## src/rtl/id_ex_operand_stage_if.sv

```systemverilog
`default_nettype none
// +--------------------------------------------------------------------------+
// | Module      : id_ex_operand_stage_if                                      |
// | Description : Bundle of decode-side, forwarding-source and ALU-side       |
// |               signals around the ID/EX operand stage.                     |
// | Revision    : 1.0 - initial release                                      |
// +--------------------------------------------------------------------------+
interface id_ex_operand_stage_if #(
  parameter int DATA_W = 32,
  parameter int ADDR_W = 5,
  parameter int CNT_W  = 16
);

  // Decode slot
  logic              id_valid;
  logic [3:0]        id_alu_operation;
  logic [ADDR_W-1:0] id_rs_addr;
  logic [ADDR_W-1:0] id_rt_addr;
  logic [ADDR_W-1:0] id_rd_addr;
  logic [DATA_W-1:0] id_rs_data;
  logic [DATA_W-1:0] id_rt_data;
  logic [DATA_W-1:0] id_imm;
  logic              id_use_imm;
  logic              id_uses_rt;
  logic              id_reg_write;
  logic              id_mem_read;

  // Pipeline control
  logic              flush;
  logic              ex_hold;

  // Forwarding sources
  logic              mem_reg_write;
  logic [ADDR_W-1:0] mem_rd_addr;
  logic [DATA_W-1:0] mem_result;
  logic              wb_reg_write;
  logic [ADDR_W-1:0] wb_rd_addr;
  logic [DATA_W-1:0] wb_result;

  // Stage outputs
  logic              id_stall;
  logic [3:0]        alu_operation;
  logic [DATA_W-1:0] operand_1;
  logic [DATA_W-1:0] operand_2;
  logic [DATA_W-1:0] ex_store_data;
  logic              ex_valid;
  logic [ADDR_W-1:0] ex_rd_addr;
  logic              ex_reg_write;
  logic              ex_mem_read;
  logic [CNT_W-1:0]  stall_count;

  // Upstream pipeline / environment side
  modport master (
    output id_valid, id_alu_operation, id_rs_addr, id_rt_addr, id_rd_addr,
           id_rs_data, id_rt_data, id_imm, id_use_imm, id_uses_rt,
           id_reg_write, id_mem_read, flush, ex_hold,
           mem_reg_write, mem_rd_addr, mem_result,
           wb_reg_write, wb_rd_addr, wb_result,
    input  id_stall, alu_operation, operand_1, operand_2, ex_store_data,
           ex_valid, ex_rd_addr, ex_reg_write, ex_mem_read, stall_count
  );

  // Operand stage side
  modport slave (
    input  id_valid, id_alu_operation, id_rs_addr, id_rt_addr, id_rd_addr,
           id_rs_data, id_rt_data, id_imm, id_use_imm, id_uses_rt,
           id_reg_write, id_mem_read, flush, ex_hold,
           mem_reg_write, mem_rd_addr, mem_result,
           wb_reg_write, wb_rd_addr, wb_result,
    output id_stall, alu_operation, operand_1, operand_2, ex_store_data,
           ex_valid, ex_rd_addr, ex_reg_write, ex_mem_read, stall_count
  );

endinterface
`default_nettype wire

```

## src/rtl/id_ex_operand_stage.sv

```systemverilog
`default_nettype none
// +--------------------------------------------------------------------------+
// | Module      : id_ex_operand_stage                                         |
// | Description : ID/EX pipeline register feeding the integer ALU. Forwards  |
// |               from MEM/WB, detects load-use hazards, inserts bubbles and  |
// |               keeps a saturating stall counter.                           |
// | Revision    : 1.0 - initial release                                      |
// +--------------------------------------------------------------------------+
module id_ex_operand_stage #(
  parameter int DATA_W = 32,
  parameter int ADDR_W = 5,
  parameter int CNT_W  = 16
) (
  input  logic                  clk,
  input  logic                  reset,   // asynchronous, active low
  id_ex_operand_stage_if.slave  bus
);

  // Unused ALU code: the ALU produces 0 for it, so a bubble is harmless.
  localparam logic [3:0]       c_op_bubble = 4'b1111;
  localparam logic [CNT_W-1:0] c_cnt_max   = {CNT_W{1'b1}};

  // Pipeline registers
  logic              ex_valid_q,     ex_valid_d;
  logic [3:0]        ex_op_q,        ex_op_d;
  logic [ADDR_W-1:0] ex_rs_addr_q,   ex_rs_addr_d;
  logic [ADDR_W-1:0] ex_rt_addr_q,   ex_rt_addr_d;
  logic [ADDR_W-1:0] ex_rd_addr_q,   ex_rd_addr_d;
  logic [DATA_W-1:0] ex_rs_data_q,   ex_rs_data_d;
  logic [DATA_W-1:0] ex_rt_data_q,   ex_rt_data_d;
  logic [DATA_W-1:0] ex_imm_q,       ex_imm_d;
  logic              ex_use_imm_q,   ex_use_imm_d;
  logic              ex_reg_write_q, ex_reg_write_d;
  logic              ex_mem_read_q,  ex_mem_read_d;
  logic [CNT_W-1:0]  stall_cnt_q,    stall_cnt_d;

  // Combinational
  logic              w_ex_is_load;
  logic              w_rs_hit;
  logic              w_rt_hit;
  logic              w_load_use;
  logic              w_stall;
  logic              w_bubble;
  logic [DATA_W-1:0] w_fwd_rs;
  logic [DATA_W-1:0] w_fwd_rt;

  // Load-use detection against the load currently sitting in EX.
  always_comb begin
    w_ex_is_load = ex_valid_q & ex_mem_read_q & (ex_rd_addr_q != '0);
    w_rs_hit     = (ex_rd_addr_q == bus.id_rs_addr);
    w_rt_hit     = bus.id_uses_rt & (ex_rd_addr_q == bus.id_rt_addr);
    w_load_use   = w_ex_is_load & (w_rs_hit | w_rt_hit) & bus.id_valid;
    w_stall      = w_load_use | bus.ex_hold;
    // Flush and load-use both turn the incoming slot into a bubble.
    w_bubble     = bus.flush | w_load_use | ~bus.id_valid;
  end

  // Next-state of the EX slot: hold, bubble, or capture the decode fields.
  always_comb begin
    ex_valid_d     = ex_valid_q;
    ex_op_d        = ex_op_q;
    ex_rs_addr_d   = ex_rs_addr_q;
    ex_rt_addr_d   = ex_rt_addr_q;
    ex_rd_addr_d   = ex_rd_addr_q;
    ex_rs_data_d   = ex_rs_data_q;
    ex_rt_data_d   = ex_rt_data_q;
    ex_imm_d       = ex_imm_q;
    ex_use_imm_d   = ex_use_imm_q;
    ex_reg_write_d = ex_reg_write_q;
    ex_mem_read_d  = ex_mem_read_q;
    if (bus.ex_hold) begin
      // Downstream freeze wins over everything, including flush.
    end else if (w_bubble) begin
      ex_valid_d     = 1'b0;
      ex_op_d        = c_op_bubble;
      ex_rs_addr_d   = '0;
      ex_rt_addr_d   = '0;
      ex_rd_addr_d   = '0;
      ex_rs_data_d   = '0;
      ex_rt_data_d   = '0;
      ex_imm_d       = '0;
      ex_use_imm_d   = 1'b0;
      ex_reg_write_d = 1'b0;
      ex_mem_read_d  = 1'b0;
    end else begin
      ex_valid_d     = 1'b1;
      ex_op_d        = bus.id_alu_operation;
      ex_rs_addr_d   = bus.id_rs_addr;
      ex_rt_addr_d   = bus.id_rt_addr;
      ex_rd_addr_d   = bus.id_rd_addr;
      ex_rs_data_d   = bus.id_rs_data;
      ex_rt_data_d   = bus.id_rt_data;
      ex_imm_d       = bus.id_imm;
      ex_use_imm_d   = bus.id_use_imm;
      ex_reg_write_d = bus.id_reg_write;
      ex_mem_read_d  = bus.id_mem_read;
    end
  end

  // Stall counter next-state: count stalled edges, stick at all-ones.
  always_comb begin
    stall_cnt_d = stall_cnt_q;
    if (w_stall && (stall_cnt_q != c_cnt_max)) begin
      stall_cnt_d = stall_cnt_q + CNT_W'(1);
    end
  end

  // State registers; reset clears the slot to a bubble and zeroes the counter.
  always_ff @(posedge clk or negedge reset) begin
    if (!reset) begin
      ex_valid_q     <= 1'b0;
      ex_op_q        <= c_op_bubble;
      ex_rs_addr_q   <= '0;
      ex_rt_addr_q   <= '0;
      ex_rd_addr_q   <= '0;
      ex_rs_data_q   <= '0;
      ex_rt_data_q   <= '0;
      ex_imm_q       <= '0;
      ex_use_imm_q   <= 1'b0;
      ex_reg_write_q <= 1'b0;
      ex_mem_read_q  <= 1'b0;
      stall_cnt_q    <= '0;
    end else begin
      ex_valid_q     <= ex_valid_d;
      ex_op_q        <= ex_op_d;
      ex_rs_addr_q   <= ex_rs_addr_d;
      ex_rt_addr_q   <= ex_rt_addr_d;
      ex_rd_addr_q   <= ex_rd_addr_d;
      ex_rs_data_q   <= ex_rs_data_d;
      ex_rt_data_q   <= ex_rt_data_d;
      ex_imm_q       <= ex_imm_d;
      ex_use_imm_q   <= ex_use_imm_d;
      ex_reg_write_q <= ex_reg_write_d;
      ex_mem_read_q  <= ex_mem_read_d;
      stall_cnt_q    <= stall_cnt_d;
    end
  end

  // Operand forwarding: r0 is never forwarded, MEM is younger so it beats WB.
  always_comb begin
    w_fwd_rs = ex_rs_data_q;
    if (ex_rs_addr_q != '0) begin
      if (bus.mem_reg_write && (bus.mem_rd_addr == ex_rs_addr_q)) begin
        w_fwd_rs = bus.mem_result;
      end else if (bus.wb_reg_write && (bus.wb_rd_addr == ex_rs_addr_q)) begin
        w_fwd_rs = bus.wb_result;
      end
    end
    w_fwd_rt = ex_rt_data_q;
    if (ex_rt_addr_q != '0) begin
      if (bus.mem_reg_write && (bus.mem_rd_addr == ex_rt_addr_q)) begin
        w_fwd_rt = bus.mem_result;
      end else if (bus.wb_reg_write && (bus.wb_rd_addr == ex_rt_addr_q)) begin
        w_fwd_rt = bus.wb_result;
      end
    end
  end

  // Output drive
  always_comb begin
    bus.id_stall      = w_stall;
    bus.alu_operation = ex_op_q;
    bus.operand_1     = w_fwd_rs;
    bus.operand_2     = ex_use_imm_q ? ex_imm_q : w_fwd_rt;
    bus.ex_store_data = w_fwd_rt;
    bus.ex_valid      = ex_valid_q;
    bus.ex_rd_addr    = ex_rd_addr_q;
    bus.ex_reg_write  = ex_reg_write_q & ex_valid_q;
    bus.ex_mem_read   = ex_mem_read_q & ex_valid_q;
    bus.stall_count   = stall_cnt_q;
  end

endmodule
`default_nettype wire

```

## src/flat_wrapper.sv

```systemverilog
// flat-port wrapper written by rule: the top's interface ports become plain ports
module id_ex_operand_stage_flat 
#(
  parameter int DATA_W = 32,
  parameter int ADDR_W = 5,
  parameter int CNT_W  = 16
)
  (clk, reset, bus_id_valid, bus_id_alu_operation, bus_id_rs_addr, bus_id_rt_addr, bus_id_rd_addr, bus_id_rs_data, bus_id_rt_data, bus_id_imm, bus_id_use_imm, bus_id_uses_rt, bus_id_reg_write, bus_id_mem_read, bus_flush, bus_ex_hold, bus_mem_reg_write, bus_mem_rd_addr, bus_mem_result, bus_wb_reg_write, bus_wb_rd_addr, bus_wb_result, bus_id_stall, bus_alu_operation, bus_operand_1, bus_operand_2, bus_ex_store_data, bus_ex_valid, bus_ex_rd_addr, bus_ex_reg_write, bus_ex_mem_read, bus_stall_count);
  id_ex_operand_stage_if #(.DATA_W(DATA_W), .ADDR_W(ADDR_W), .CNT_W(CNT_W)) bus_i ();
  input  logic clk;
  input  logic reset;
  input wire logic [$bits(bus_i.id_valid)-1:0] bus_id_valid;
  input wire logic [$bits(bus_i.id_alu_operation)-1:0] bus_id_alu_operation;
  input wire logic [$bits(bus_i.id_rs_addr)-1:0] bus_id_rs_addr;
  input wire logic [$bits(bus_i.id_rt_addr)-1:0] bus_id_rt_addr;
  input wire logic [$bits(bus_i.id_rd_addr)-1:0] bus_id_rd_addr;
  input wire logic [$bits(bus_i.id_rs_data)-1:0] bus_id_rs_data;
  input wire logic [$bits(bus_i.id_rt_data)-1:0] bus_id_rt_data;
  input wire logic [$bits(bus_i.id_imm)-1:0] bus_id_imm;
  input wire logic [$bits(bus_i.id_use_imm)-1:0] bus_id_use_imm;
  input wire logic [$bits(bus_i.id_uses_rt)-1:0] bus_id_uses_rt;
  input wire logic [$bits(bus_i.id_reg_write)-1:0] bus_id_reg_write;
  input wire logic [$bits(bus_i.id_mem_read)-1:0] bus_id_mem_read;
  input wire logic [$bits(bus_i.flush)-1:0] bus_flush;
  input wire logic [$bits(bus_i.ex_hold)-1:0] bus_ex_hold;
  input wire logic [$bits(bus_i.mem_reg_write)-1:0] bus_mem_reg_write;
  input wire logic [$bits(bus_i.mem_rd_addr)-1:0] bus_mem_rd_addr;
  input wire logic [$bits(bus_i.mem_result)-1:0] bus_mem_result;
  input wire logic [$bits(bus_i.wb_reg_write)-1:0] bus_wb_reg_write;
  input wire logic [$bits(bus_i.wb_rd_addr)-1:0] bus_wb_rd_addr;
  input wire logic [$bits(bus_i.wb_result)-1:0] bus_wb_result;
  output wire logic [$bits(bus_i.id_stall)-1:0] bus_id_stall;
  output wire logic [$bits(bus_i.alu_operation)-1:0] bus_alu_operation;
  output wire logic [$bits(bus_i.operand_1)-1:0] bus_operand_1;
  output wire logic [$bits(bus_i.operand_2)-1:0] bus_operand_2;
  output wire logic [$bits(bus_i.ex_store_data)-1:0] bus_ex_store_data;
  output wire logic [$bits(bus_i.ex_valid)-1:0] bus_ex_valid;
  output wire logic [$bits(bus_i.ex_rd_addr)-1:0] bus_ex_rd_addr;
  output wire logic [$bits(bus_i.ex_reg_write)-1:0] bus_ex_reg_write;
  output wire logic [$bits(bus_i.ex_mem_read)-1:0] bus_ex_mem_read;
  output wire logic [$bits(bus_i.stall_count)-1:0] bus_stall_count;
  assign bus_i.id_valid = bus_id_valid;
  assign bus_i.id_alu_operation = bus_id_alu_operation;
  assign bus_i.id_rs_addr = bus_id_rs_addr;
  assign bus_i.id_rt_addr = bus_id_rt_addr;
  assign bus_i.id_rd_addr = bus_id_rd_addr;
  assign bus_i.id_rs_data = bus_id_rs_data;
  assign bus_i.id_rt_data = bus_id_rt_data;
  assign bus_i.id_imm = bus_id_imm;
  assign bus_i.id_use_imm = bus_id_use_imm;
  assign bus_i.id_uses_rt = bus_id_uses_rt;
  assign bus_i.id_reg_write = bus_id_reg_write;
  assign bus_i.id_mem_read = bus_id_mem_read;
  assign bus_i.flush = bus_flush;
  assign bus_i.ex_hold = bus_ex_hold;
  assign bus_i.mem_reg_write = bus_mem_reg_write;
  assign bus_i.mem_rd_addr = bus_mem_rd_addr;
  assign bus_i.mem_result = bus_mem_result;
  assign bus_i.wb_reg_write = bus_wb_reg_write;
  assign bus_i.wb_rd_addr = bus_wb_rd_addr;
  assign bus_i.wb_result = bus_wb_result;
  assign bus_id_stall = bus_i.id_stall;
  assign bus_alu_operation = bus_i.alu_operation;
  assign bus_operand_1 = bus_i.operand_1;
  assign bus_operand_2 = bus_i.operand_2;
  assign bus_ex_store_data = bus_i.ex_store_data;
  assign bus_ex_valid = bus_i.ex_valid;
  assign bus_ex_rd_addr = bus_i.ex_rd_addr;
  assign bus_ex_reg_write = bus_i.ex_reg_write;
  assign bus_ex_mem_read = bus_i.ex_mem_read;
  assign bus_stall_count = bus_i.stall_count;
  id_ex_operand_stage #(.DATA_W(DATA_W), .ADDR_W(ADDR_W), .CNT_W(CNT_W)) u_core (.clk(clk), .reset(reset), .bus(bus_i));
endmodule
```

## config.mk

```make
export PLATFORM = sky130hd
export DESIGN_NAME = id_ex_operand_stage_flat
export DESIGN_NICKNAME = d
export VERILOG_FILES = /design/src/rtl/id_ex_operand_stage_if.sv /design/src/rtl/id_ex_operand_stage.sv /design/src/flat_wrapper.sv
export SDC_FILE = /design/constraint.sdc
export NUM_CORES = 1
export LEC_CHECK = 0
export ABC_CLOCK_PERIOD_IN_PS = 2900
export CORE_MARGIN = 3
export CORE_UTILIZATION = 42
export DETAILED_ROUTE_END_ITERATION = 8
export PLACE_DENSITY_LB_ADDON = 0.12
export SLEW_MARGIN = 20
export SYNTH_ARGS = -nofsm -noshare
export SYNTH_HDL_FRONTEND = slang
export SYNTH_SLANG_ARGS = --single-unit
```

## constraint.sdc

```tcl
create_clock -name clk -period 2.9 [get_ports clk]
set_clock_uncertainty 0.2 [all_clocks]
set_input_delay 0.29 -clock clk [delete_from_list [all_inputs] [get_ports clk]]
set_output_delay 0.29 -clock clk [all_outputs]
set_load 0.1 [all_outputs]
```

==> results_dict.tcl, run 1 <==
set metrics [dict create \
    critical_path_required_ps 2410 \
    postSynthCellCount 619 \
    finalHoldViolations 0 \
    status "complete, but fails checks" \
    worstSetupEndpointType "output port" \
    finalSetupViolCount 95 \
    clock-root-buffer "clkbuf_16" \
    synth_ff_type "dfrtp_1" \
    cts.path.max_buffers 2 \
    worstHoldStart "bus_ex_hold" \
    rows 47 \
    total_power_w 0.007707 \
    grt_overflow 0 \
    p_leak_nw 6.016 \
    synth_area_sq_mm 0.007132 \
    syn-num-nets 820 \
    vias 7746 \
    ant_nets 0 \
    dp.cells 1171 \
    tns_ps -19220 \
    stdcell_count 1236 \
    syn_to_final_growth_pct 106.2 \
    start_kind "flip-flop" \
    totalWireLength_mm 35.25 \
    startpoint "u_core.ex_rt_addr_q[2]" \
    worstMarginPinSlew_ps 828.3 \
    grt_max_degree 74 \
    cts_tree "done" \
    worst-path-max-fanout 10 \
    synth.avg_cell_area_sq_um 11.52 \
    async_flop_share_pct 100.0 \
    floorplan.initialDensity_pct 43.01 \
    die_area_sq_mm 0.01858 \
    vdd_ir_drop_max_mv 0.8083 \
    die_w_microns 136.3 \
    violations "negative setup slack" \
    slew_viol_final 0 \
    routed_via_density 6.267 \
    fin_nets 1202 \
    cts_buffers 17 \
    yosysWarnings 0 \
    fin_ws_ps -312.8 \
    fmaxAchievable_mhz 311.3 \
    globalplace.congestion 0.8987 \
    timing.slew.headroom_pct 44.78 \
    postPlaceCellArea_sq_mm 0.01303 \
    die_y_microns 136.3 \
    clkLatencyLatePin_ps 430 \
    antenna_found_initial 3 \
    htreeDepth 4 \
    drive_above_1_share_pct 46.55 \
    final_cell_area_sq_mm 0.01471 \
    grt_pass1_wl_mm 48.20 \
    min_period_over_period_pct 110.8 \
    synth_edf_count 0 \
    drv_cap 0 \
    seq_area_frac_synth_pct 47.44 \
    io-pin-count 325 \
    synth_seq_cells 135 \
    r2r-start "u_core.bus.ex_rd_addr[0]" \
    rsz0062_at_grt "yes" \
    port_buffers 324 \
    power_density_mw_per_mm2 524.1 \
    routedWlPerCell_microns 28.52 \
    clock_sinks 135 \
    crit_arrival_ps 2720 \
    grt_usage_pct 34.27 \
    hpwl_mm 21.52 \
    clk_pin_slew_worst_paths_ps 60 \
    core_sq_mm 0.01658 \
    worstSetupPathType "reg2out" \
    fin_crit_ps 3213 \
    place_ws_ps -200.6 \
    hold_class "in2reg" \
    drc 0 \
    synthDistinctLibCells 43 \
    drtPass1Iterations 6 \
    first_global_vias 8202 \
    drt_iter0_drc 537 \
]
[layer usage]
metal	wire [microns]	share of wire [%]	up-vias	global-route usage, %
met5	8	0.023	-	0
met4	1873	5.3	2	18.14
met3	3193	9.1	155	11.40
met2	17990	51	527	58.53
met1	12180	35	3883	37.80
li1	-	-	3179	-
[per-stage QoR]
step / util [%] / hold WS [ps]
after global routing: 88.68 / 60.35
final: 88.68 / 53.30
after detailed placement: 78.59 / 127.3
after global placement: 78.59 / 114.6
after floorplan: - / -205.6
after CTS: 85.74 / 42.70
[power breakdown]
part	switching, W	total [W]	leakage (nW)	internal [W]
Sequential	0.000175	0.00220	1.79	0.00203
Combinational	0.00187	0.00302	3.91	0.00115
Clock	0.000923	0.00248	0.313	0.00156
Total	0.00297	0.00771	6.02	0.00474
[layout make-up]
| type | count | area (sq um) |
|---|---|---|
| Fill cell | 710 | 1877 |
| Clock inverter | 14 | 221.5 |
| Multi-Input combinational cell | 424 | 4876 |
| Inverter | 1 | 3.754 |
| Timing Repair Buffer | 422 | 5490 |
| Sequential cell | 135 | 3396 |
| Clock buffer | 18 | 439.2 |
| Antenna cell | 2 | 5.005 |
| Tap cell | 220 | 275.3 |
[cell usage in the layout, fill, tap and decap left out, drive strengths merged, types with 4 or more instances in the layout]
master	n
a21oi	4
a22o	114
a22oi	64
and3	13
buf	218
bufinv	5
clkbuf	24
clkdlybuf4s50	196
clkinv	4
dfrtp	131
dfstp	4
mux2	33
nand2	37
nand3	9
nand4	4
nor2	9
nor4	4
o21ai	33
o2bb2ai	32
o32a	4
xnor2	20
xor2	22
[timing repair]
action | CTS | global route
endpoints found under the hold margin | 62 | 0
resized for setup | 73 | 68
setup buffers | 12 | 10
hold buffers | 1 | 0
endpoints found under the setup margin | 96 | 97
cloned | 5 | 6
pin swaps | 11 | 27
[state kept, by name, indices dropped and copies added, names as in the netlist]
| signal | cells |
|---|---|
| u_core.ex_rs_data_q | 32 |
| u_core.ex_reg_write_q | 1 |
| u_core.bus.stall_count | 16 |
| u_core.ex_rs_addr_q | 5 |
| u_core.bus.ex_rd_addr | 5 |
| u_core.ex_imm_q | 32 |
| u_core.ex_mem_read_q | 1 |
| u_core.ex_use_imm_q | 1 |
| u_core.bus.ex_valid | 1 |
| u_core.ex_rt_addr_q | 5 |
| u_core.bus.alu_operation | 4 |
| u_core.ex_rt_data_q | 32 |
[synthesized netlist by cell type, drive strengths merged (2+ instances only)]
library cell / number / area (sq um)
a21oi: 4 / 20.02
xor2: 22 / 192.7
dfstp: 4 / 105.1
nor4: 4 / 31.28
and3: 13 / 81.33
nand3: 9 / 45.04
o21ai: 33 / 165.2
nor2: 9 / 36.29
o22ai: 2 / 18.77
o32a: 4 / 40.04
a22oi: 64 / 480.5
a22o: 114 / 998.5
and2: 3 / 18.77
buf: 31 / 197.7
clkbuf: 28 / 105.1
nand4: 4 / 25.02
dfrtp: 131 / 3278
nor2b: 2 / 12.51
a31oi: 2 / 12.51
xnor2: 20 / 175.2
o2bb2ai: 32 / 468.0
or4: 3 / 22.52
nand2: 37 / 138.9
mux2: 33 / 371.6
[critical path, stage by stage, from the launching register on]
cell and delay, ps:
dfrtp_1 460, xor2_1 190, nor4_2 210, buf_4 170
a311oi_4 100, buf_12 170, buf_12 150, a22oi_2 210
o2bb2ai_4 140, mux2_4 300, buf_12 170
[logic make-up after synthesis]
logic type      synth area share [%]
compound gates                 31.56
xor+xnor                       5.158
mux                            5.211
simple gates                   6.158
buf+inv                        4.298
flops                          47.44
fa+ha+maj                     0.1754
[final timing paths]
path | cells after the start | end | slack [ps]
hold / removal | 3 | u_core.bus.alu_operation[3] | 50
setup / recovery | 10 | bus_operand_2[8] | -310
hold reg to reg | 1 | u_core.ex_imm_q[0] | 310
setup reg to reg | 6 | u_core.ex_imm_q[7] | 170
max in group asynchronous | 3 | u_core.ex_imm_q[20] | 1460
min in group asynchronous | 2 | u_core.ex_rs_data_q[20] | 220
No activity file was read; power rests on OpenSTA's default activity.
==> run 2, diff against run 1 <==
Settings changed: ABC_AREA from default to 1, CORE_UTILIZATION 42 to 46, SLEW_MARGIN 20 to default.
==> results_dict.tcl, run 2 <==
set metrics [dict create \
    core_sq_mm 0.01959 \
    drt_iter0_drc 873 \
    yosysMostFrequentCell "nand2_1" \
    hold_class "in2async" \
    r2r_end "u_core.ex_rs_data_q[23]" \
    routed_via_density 5.131 \
    r2r_cells 10 \
    grt_pass1_wl_mm 53.39 \
    floorplan.initialDensity_pct 47.14 \
    yosys.area_share.simple_pct 39.62 \
    slew_viol_final 0 \
    min_period_over_period_pct 97.77 \
    dp.cells 1989 \
    crit_arrival_ps 2350 \
    total_power_w 0.007170 \
    synth_edf_count 0 \
    async_flop_share_pct 100.0 \
    final_cell_area_sq_mm 0.01457 \
    worstSetupEndpointType "output port" \
    cell_internal_pwr_w 0.004178 \
    cts_buffers 17 \
    port_buffers 324 \
    fin_ws_ps 64.60 \
    cts_tree "done" \
    clkLatencyLatePin_ps 430 \
    worstSetupPathType "reg2out" \
    crit_slowest_cell "dfrtp_2" \
    clk_pin_slew_worst_paths_ps 70 \
    fin_nets 1951 \
    synth_compound_area_share_pct 8.550 \
    postPlaceCellArea_sq_mm 0.01375 \
    routedWlPerCell_microns 17.37 \
    synth_ff_type "dfrtp_1" \
    cts.path.max_buffers 2 \
    fin_crit_ps 2835 \
    io-pin-count 325 \
    stdcell_count 2028 \
    worstMarginPinSlew_ps 854.9 \
    fmaxAchievable_mhz 352.7 \
    r2r-start "u_core.bus.ex_rd_addr[3]" \
    synth_adder_area_share_pct 0.1355 \
    syn-num-nets 1651 \
    first_global_vias 9717 \
    hpwl_mm 26.33 \
    totalWireLength_mm 35.22 \
    pwr-share-clk_pct 29.7 \
    start_kind "flip-flop" \
    drv_cap 0 \
    antennaDiodeCount 0 \
    synth_top_family_by_area "simple AND/OR/NAND/NOR gates" \
    antenna_found_initial 1 \
    timing.slew.headroom_pct 43.00 \
    syn_to_final_growth_pct 57.75 \
    synth_mux_area_share_pct 0 \
    vias 10410 \
    critPathMaxStageDelay_ps 450 \
    synth_top_area_share_pct 35.50 \
    postSynthCellCount 1450 \
    yosysWarnings 0 \
    finalSetupViolCount 0 \
    drtPass1Iterations 6 \
    die_w_microns 147.7 \
    reg2reg_slack_ps 610 \
    path_cells "inv_1, nand2_1, nor4_4, buf_4, inv_2, nand2_2, buf_6, nand2_1, and2_1, buf_12" \
    crit_family "simple AND/OR/NAND/NOR gates" \
    drc 0 \
    synth_seq_cells 135 \
    clock_sinks 135 \
    critical_path_required_ps 2410 \
    synth_commonest_cells "393 x nand2_1, 219 x nor2_1, 207 x inv_1" \
    place_ws_ps 197.7 \
    synth.avg_cell_area_sq_um 6.368 \
    status "finished, final reports clean" \
    power_density_mw_per_mm2 492.2 \
    drive_above_1_share_pct 17.02 \
    vdd_ir_drop_max_mv 0.6656 \
    synth_area_sq_mm 0.009234 \
    synthDistinctLibCells 40 \
    htreeDepth 4 \
    p_seq_share_pct 29.6 \
    final_common_cell "nand2_1" \
    p_comb_share_pct 40.7 \
    rows 51 \
    globalplace.congestion 0.9131 \
    p_leak_nw 7.318 \
    ant_nets 0 \
    synth_area_leaders "dfrtp_1 36%, nand2_1 16%, nor2_1 8.9%" \
    layout_common_cells "382 x nand2_1, 204 x inv_1, 197 x clkdlybuf4s50_1, 182 x nor2_1, 125 x dfrtp_1" \
    power_switching_w 0.002991 \
    grt_max_degree 77 \
    synth-xor-area-share_pct 1.328 \
    seq_area_frac_synth_pct 36.64 \
    cp_num_buf_inv 5 \
    switching_share_pct 41.72 \
    worst-path-max-fanout 10 \
    grt_usage_pct 31.09 \
    clock-root-buffer "clkbuf_16" \
    finalHoldViolations 0 \
    reg_top3 "u_core.ex_imm_q x32, u_core.ex_rs_data_q x32, u_core.ex_rt_data_q x32" \
    die_y_microns 147.7 \
    postLayoutCoreUtil_pct 74.36 \
    yosysTopAreaCell "dfrtp_1" \
    die_area_sq_mm 0.02181 \
    grt_overflow 0 \
    path_common_cell "nand2_1" \
]
## run 2: changes by cell type in the layout (fill, tap and decap cells not counted), moves of 30 or more
cell / change
mux2_4: -32
nand2_1: +371
o21ai_0: +79
nor2_1: +176
a22oi_2: -62
inv_1: +203
nand3_1: +83
o21ai_4: -30
a22o_1: -114
o21ai_1: +40
nand4_1: +72
o2bb2ai_4: -32
nor2_2: +38
buf_6: -31
## run 2: how the worst max path moves through the flow
stage                                 from                     to  slack, ps  depth (start not counted)
finish              u_core.ex_rt_addr_q[1]  bus_ex_store_data[27]         60                         10
global route        u_core.ex_rt_addr_q[1]      bus_operand_2[27]         -5                         11
CTS                 u_core.ex_rt_addr_q[3]      bus_operand_2[25]         30                         12
detailed placement      bus_mem_rd_addr[0]      bus_operand_2[27]        200                         13
global placement        bus_mem_rd_addr[0]      bus_operand_2[28]        220                         13
floorplan           u_core.ex_rs_addr_q[0]      bus_operand_1[31]         70                          7
## run 2: through the flow
step	TNS (ps)	hold WS, ps
3_3_place_gp	0	84.00
5_1_grt	-8.691	197.6
3_5_place_dp	0	83.94
2_1_floorplan	0	-205.6
4_1_cts	0	185.7
6_report	0	173.8
## run 2: power by group through the flow
| stage | sequential [W] | clock (W) | combinational, W |
|---|---|---|---|
| 3_3_place_gp | 0.00215 | 0 | 0.00285 |
| 2_1_floorplan | 0.00240 | 0 | 0.00146 |
| 5_1_grt | 0.00214 | 0.00223 | 0.00305 |
| 3_5_place_dp | 0.00215 | 0 | 0.00288 |
| 4_1_cts | 0.00212 | 0.00215 | 0.00289 |
| 6_report | 0.00212 | 0.00213 | 0.00292 |
## run 2: cell type report
cell class / instances / area (sq um)
Clock buffer: 18 / 439.2
Timing Repair Buffer: 369 / 4682
Fill cell: 1599 / 5024
Clock inverter: 14 / 132.6
Multi-Input combinational cell: 1009 / 4770
Sequential cell: 135 / 3391
Tap cell: 265 / 331.6
Inverter: 218 / 820.8
## run 2: layer usage
layer	share of wire (%)	global-route usage [%]	up-vias
met5	0.037	0	-
li1	-	-	5108
met1	40	40.28	4753
met2	48	50.47	481
met3	9.4	9.013	61
met4	2.7	9.879	2
## run 2: logic make-up (layout without fill, tap and decap cells)
family          after synthesis  after routing
simple gates                838            838
buf+inv                     306            619
compound gates              156            156
flops                       135            135
xor+xnor                     14             14
fa+ha+maj                     1              1
## run 2: repair_timing
action / CTS / global route
hold buffers: 1 / 0
resized for setup: 1 / 39
endpoints found under the setup margin: 1 / 96
setup buffers: 0 / 2
gates cloned: 0 / 4
hold endpoints to repair: 55 / 0
pin swaps: 0 / 5
